--- src/rtl/stopwatch_pkg.sv ---
// Shared types and limits for the stopwatch: FSM states, counter width and wrap value.
// Combinational helpers only; no clocked logic here.
package stopwatch_pkg;

    localparam int COUNT_W   = 14;
    localparam int MAX_COUNT = 9999;

    typedef enum logic [1:0] {
        IDLE    = 2'd0,
        RUNNING = 2'd1,
        PAUSED  = 2'd2
    } state_t;

    // Decimal display range is 000.0..999.9, so the count wraps rather than saturating.
    function automatic logic [COUNT_W-1:0] count_inc(input logic [COUNT_W-1:0] value);
        return (value >= COUNT_W'(MAX_COUNT)) ? '0 : value + COUNT_W'(1);
    endfunction

endpackage

--- src/rtl/button_conditioner.sv ---
// Raw button -> 2-FF sync -> debounce -> one-cycle pulse on accepted rising edge.
// Pulse appears 2 + DEBOUNCE_CYCLES edges after the raw rise; no backpressure.
module button_conditioner #(
    parameter int DEBOUNCE_CYCLES = 1_000_000
) (
    input  logic clk,
    input  logic rst,
    input  logic i_btn,
    output logic o_pulse
);

    localparam int              CNT_W    = (DEBOUNCE_CYCLES > 1) ? $clog2(DEBOUNCE_CYCLES) : 1;
    localparam logic [CNT_W-1:0] CNT_LAST = CNT_W'(DEBOUNCE_CYCLES - 1);

    logic             r_sync1;
    logic             r_sync2;
    logic             r_level;
    logic             r_pulse;
    logic [CNT_W-1:0] r_cnt;

    logic w_differs;
    logic w_accept;

    assign w_differs = (r_sync2 != r_level);
    assign w_accept  = w_differs && (r_cnt == CNT_LAST);

    always_ff @(posedge clk or posedge rst) begin
        if (rst) begin
            r_sync1 <= 1'b0;
            r_sync2 <= 1'b0;
            r_level <= 1'b0;
            r_pulse <= 1'b0;
            r_cnt   <= '0;
        end else begin
            r_sync1 <= i_btn;
            r_sync2 <= r_sync1;
            // Any cycle where the synchronized level agrees restarts the stability window.
            if (!w_differs) begin
                r_cnt <= '0;
            end else if (w_accept) begin
                r_cnt   <= '0;
                r_level <= r_sync2;
            end else begin
                r_cnt <= r_cnt + CNT_W'(1);
            end
            r_pulse <= w_accept && r_sync2;
        end
    end

    assign o_pulse = r_pulse;

endmodule

--- src/rtl/stopwatch_counter.sv ---
// Stopwatch core: tenths-of-a-second counter 0..9999 with start/stop, clear and lap freeze.
// Buttons act one edge after their conditioned pulse; display is registered from next-state values.
module stopwatch_counter
    import stopwatch_pkg::*;
#(
    parameter int CLK_HZ          = 100_000_000,
    parameter int TICK_HZ         = 10,
    parameter int DEBOUNCE_CYCLES = 1_000_000
) (
    input  logic               clk,
    input  logic               rst,
    input  logic               btn_start_stop,
    input  logic               btn_clear,
    input  logic               btn_lap,
    output logic [COUNT_W-1:0] displayed_number,
    output logic               running,
    output logic               lap_active
);

    localparam int               DIV      = CLK_HZ / TICK_HZ;
    localparam int               PRE_W    = $clog2(DIV);
    localparam logic [PRE_W-1:0] PRE_LAST = PRE_W'(DIV - 1);

    logic w_ss_p;
    logic w_clr_p;
    logic w_lap_p;

    button_conditioner #(.DEBOUNCE_CYCLES(DEBOUNCE_CYCLES)) u_btn_ss (
        .clk     (clk),
        .rst     (rst),
        .i_btn   (btn_start_stop),
        .o_pulse (w_ss_p)
    );

    button_conditioner #(.DEBOUNCE_CYCLES(DEBOUNCE_CYCLES)) u_btn_clr (
        .clk     (clk),
        .rst     (rst),
        .i_btn   (btn_clear),
        .o_pulse (w_clr_p)
    );

    button_conditioner #(.DEBOUNCE_CYCLES(DEBOUNCE_CYCLES)) u_btn_lap (
        .clk     (clk),
        .rst     (rst),
        .i_btn   (btn_lap),
        .o_pulse (w_lap_p)
    );

    state_t             r_state;
    logic [PRE_W-1:0]   r_presc;
    logic [COUNT_W-1:0] r_count;
    logic [COUNT_W-1:0] r_lap_reg;
    logic               r_lap_active;
    logic [COUNT_W-1:0] r_displayed;
    logic               r_running;

    state_t             w_state_nxt;
    logic [PRE_W-1:0]   w_presc_nxt;
    logic [COUNT_W-1:0] w_count_nxt;
    logic [COUNT_W-1:0] w_lap_reg_nxt;
    logic               w_lap_active_nxt;

    always_comb begin
        w_state_nxt      = r_state;
        w_presc_nxt      = r_presc;
        w_count_nxt      = r_count;
        w_lap_reg_nxt    = r_lap_reg;
        w_lap_active_nxt = r_lap_active;

        if (w_clr_p) begin
            w_state_nxt      = IDLE;
            w_presc_nxt      = '0;
            w_count_nxt      = '0;
            w_lap_reg_nxt    = '0;
            w_lap_active_nxt = 1'b0;
        end else begin
            // Prescaler holds outside RUNNING so a resume keeps the partial tenth.
            if (r_state == RUNNING) begin
                if (r_presc == PRE_LAST) begin
                    w_presc_nxt = '0;
                    w_count_nxt = count_inc(r_count);
                end else begin
                    w_presc_nxt = r_presc + PRE_W'(1);
                end
            end

            // Lap and start/stop both look at the current state, so they compose in one cycle.
            if (w_lap_p) begin
                case (r_state)
                    RUNNING: begin
                        if (!r_lap_active) begin
                            w_lap_reg_nxt    = r_count;
                            w_lap_active_nxt = 1'b1;
                        end else begin
                            w_lap_active_nxt = 1'b0;
                        end
                    end
                    PAUSED:  w_lap_active_nxt = 1'b0;
                    default: ;
                endcase
            end

            if (w_ss_p) begin
                case (r_state)
                    IDLE:    w_state_nxt = RUNNING;
                    RUNNING: w_state_nxt = PAUSED;
                    PAUSED:  w_state_nxt = RUNNING;
                    default: w_state_nxt = IDLE;
                endcase
            end

            if ((r_state != IDLE) && (r_state != RUNNING) && (r_state != PAUSED)) begin
                w_state_nxt = IDLE;
            end
        end
    end

    always_ff @(posedge clk or posedge rst) begin
        if (rst) begin
            r_state      <= IDLE;
            r_presc      <= '0;
            r_count      <= '0;
            r_lap_reg    <= '0;
            r_lap_active <= 1'b0;
            r_displayed  <= '0;
            r_running    <= 1'b0;
        end else begin
            r_state      <= w_state_nxt;
            r_presc      <= w_presc_nxt;
            r_count      <= w_count_nxt;
            r_lap_reg    <= w_lap_reg_nxt;
            r_lap_active <= w_lap_active_nxt;
            r_displayed  <= w_lap_active_nxt ? w_lap_reg_nxt : w_count_nxt;
            r_running    <= (w_state_nxt == RUNNING);
        end
    end

    assign displayed_number = r_displayed;
    assign running          = r_running;
    assign lap_active       = r_lap_active;

endmodule

--- config.mk ---
export PLATFORM = sky130hd
export DESIGN_NAME = stopwatch_counter
export DESIGN_NICKNAME = d
export VERILOG_FILES = /design/src/rtl/stopwatch_pkg.sv /design/src/rtl/button_conditioner.sv /design/src/rtl/stopwatch_counter.sv
export SDC_FILE = /design/constraint.sdc
export NUM_CORES = 1
export LEC_CHECK = 0
export ABC_AREA = 0
export CORE_ASPECT_RATIO = 1.75
export CORE_MARGIN = 1
export CORE_UTILIZATION = 45
export CTS_CLUSTER_SIZE = 28
export DETAILED_ROUTE_END_ITERATION = 7
export PLACE_DENSITY_LB_ADDON = 0.1
export SYNTH_ARGS = -nofsm -noshare
export SYNTH_HDL_FRONTEND = slang
export SYNTH_SLANG_ARGS = --single-unit
--- constraint.sdc ---
create_clock -name clk -period 4.35 [get_ports clk]
set_clock_uncertainty 0.1 [all_clocks]
set_input_delay 0.435 -clock clk [delete_from_list [all_inputs] [get_ports clk]]
set_output_delay 0.435 -clock clk [all_outputs]
set_load 0.03 [all_outputs]
==> flow_summary.toml <==
[setup_path]
reg2reg_slack_ns = 1.55
worstPathMaxFanout = 7
worstReg2RegEnd = "displayed_number[11]"
worstSetupPathType = "reg2reg"
crit_end = "displayed_number[11]"
end_kind = "flip-flop"
arrival_ns = 2.96
cp-startpoint = "r_presc[0]"
cp.required_ns = 4.51
r2r-start = "r_presc[0]"
cp-start-kind = "flip-flop"
rr_worst_depth = 7

[final_layout]
fin_cells = 933
syn_to_final_growth_pct = 14.1
largest_register = "r_presc"
nNetsFinal = 751
drive_above_1_share_pct = 6.80
diodes = 0
fin_area_mm2 = 0.00786
final_util_pct = 52.7
largest_reg_flops = 24

[cts]
cts_post_setup_buffers_inserted = 0
cts-root-buf = "clkbuf_16"
ctsHtreeMaxLevel = 4
cts_sinks = 142
cts_resized = 0
hold_buffers = 0
cts_tree = "built"
clkTransAtPathRegs_ns = 0.07
clk_path_buf_depth = 2
clk_latency_ns = 0.43
cts_buffers = 17

[yosys]
syn_inst = 718
netlist_top_cells_area = "dfrtp_1, xor2_1, nor2_1"
synth_top_area_share_pct = 51.6
syn_avg_cell_area_um2 = 9.60
yosys_warnings = 0
yosysTopAreaCell = "dfrtp_1"
ys_types = 50
seq_area_frac_synth_pct = 51.6
netlist_area_mm2 = 0.00689
async_flop_share_pct = 100
synth_seq_cells = 142
ys_dominant_reg_cell = "dfrtp_1"
synth_nets = 732
synth_edf_count = 0

[global_route]
antenna_found_initial = 0
gr-total-overflow = 0
grt_pass1_wl_um = 26100
grt_pass1_vias = 5509
grt.total_usage_pct = 21.0
grt_max_degree = 93

[route]
route.detailed.drc = 0
postRouteAntennaNets = 0
wl_per_cell_um = 16.2
firstDrtPassIters = 4
drt_iter0_drc = 261
wirelength_um = 15200
via_per_inst = 5.65
via_count = 5273

[timing]
min_period_over_period_pct = 64.3
relSlewSlack_pct = 44.3
setup-violations-final = 0
fmax_mhz = 357
tightest_slew_ns = 0.836
rsz0062_at_grt = "no"
drv_slew = 0
finalCriticalPeriod_ns = 2.80
fin_setup_tns_ns = 0
hold_viol = 0
setup_ws_ns = 1.55

[power_and_ir_drop]
ir_drop_uv = 244
cellLeakagePower_nw = 3.41
power_density_mw_per_mm2 = 366

[placed_design]
finalWeightedCongestion = 0.848
dp.cells = 901
placed_cell_area_mm2 = 0.00726
place_hpwl_um = 10600
io_buffers = 20
dp_slack_ns = 1.66

[job]
maxCapViolCount = 0

[die]
core_mm2 = 0.0149
die_x_um = 95.5
rows = 59
start_util_pct = 46.2
io-pin-count = 21
die-area_mm2 = 0.0158
fp.dieH_um = 166

[hold_path]
hold_depth = 0
min_path_type = "reg2reg"

[run_status]
status = "complete, no violations"
## metal layers
metal	part of all wire (%)	track usage [%]
met1	39	23.1
met2	54	37.6
met3	2.7	3.17
met4	3.4	11.1
met5	0	0
## final cells by class
type / instances / area, um^2
sequential: 142 / 3550
fill: 1392 / 7050
tap: 183 / 229
inverter: 19 / 76.3
timing repair buffer: 26 / 245
multi-input combinational: 531 / 3160
clock inverter: 15 / 174
clock buffer: 17 / 425
## synth_stat cells, drive strengths merged (8+ instances only)
cell type / instances
dfrtp: 142
nor2: 101
nand2: 80
xor2: 51
nand3: 40
a21oi: 32
o21ai: 30
nand4: 26
xnor2: 22
and3: 21
clkbuf: 21
inv: 19
nor3: 18
nor4: 10
or3: 10
ha: 9
and2: 8
## cell usage in the layout, fill, tap and decap left out, drive strengths merged, types with 17 or more instances in the layout
master	synthesis	layout
and3	21	21
inv	19	27
nand3	40	40
nor2	101	101
nand4	26	26
xor2	51	51
a21oi	32	32
o21ai	30	30
dfrtp	142	142
clkdlybuf4s50	0	20
clkbuf	21	17
xnor2	22	22
nor3	18	18
nand2	80	80
## how the worst min path moves through the flow
stage,from,endpoint
6_report,u_btn_clr.r_sync1,u_btn_clr.r_sync2
5_1_grt,u_btn_lap.r_sync1,u_btn_lap.r_sync2
4_1_cts,u_btn_clr.r_sync1,u_btn_clr.r_sync2
3_5_place_dp,u_btn_lap.r_sync1,u_btn_lap.r_sync2
3_3_place_gp,u_btn_clr.r_sync1,u_btn_clr.r_sync2
2_1_floorplan,u_btn_clr.r_sync1,u_btn_clr.r_sync2
## report_power, final
part	leakage [nW]	internal, W	total (W)	switching, W
combinational	1.17	0.0000128	0.0000548	0.0000420
sequential	1.96	0.00133	0.00134	0.00000679
clock	0.282	0.000863	0.00149	0.000625
## logic make-up after synthesis
family / synth area share, %
AO/OA/AOI/OAI: 8.28
multiplexers: 1.36
adder cells (fa/ha/maj): 1.63
XOR/XNOR: 9.28
buffers and inverters: 2.63
flip-flops: 51.6
AND/OR/NAND/NOR: 25.2
## per-stage QoR
| stage | power, W | hold WS, ns |
|---|---|---|
| after floorplan | 0.00140 | 0.231 |
| after global placement | 0.00142 | 0.234 |
| after detailed placement | 0.00142 | 0.236 |
| after CTS | 0.00291 | 0.250 |
| after global routing | 0.00298 | 0.257 |
| final | 0.00288 | 0.247 |
## critical path, stage by stage, from the launching register on
cell and delay (ns):
dfrtp_1 0.39, ha_1 0.28, nand4b_1 0.14, or4_1 0.68
a211oi_2 0.48, nor2_1 0.21, nand2_1 0.19, o311ai_0 0.15
No activity file was read; power rests on OpenSTA's default activity.
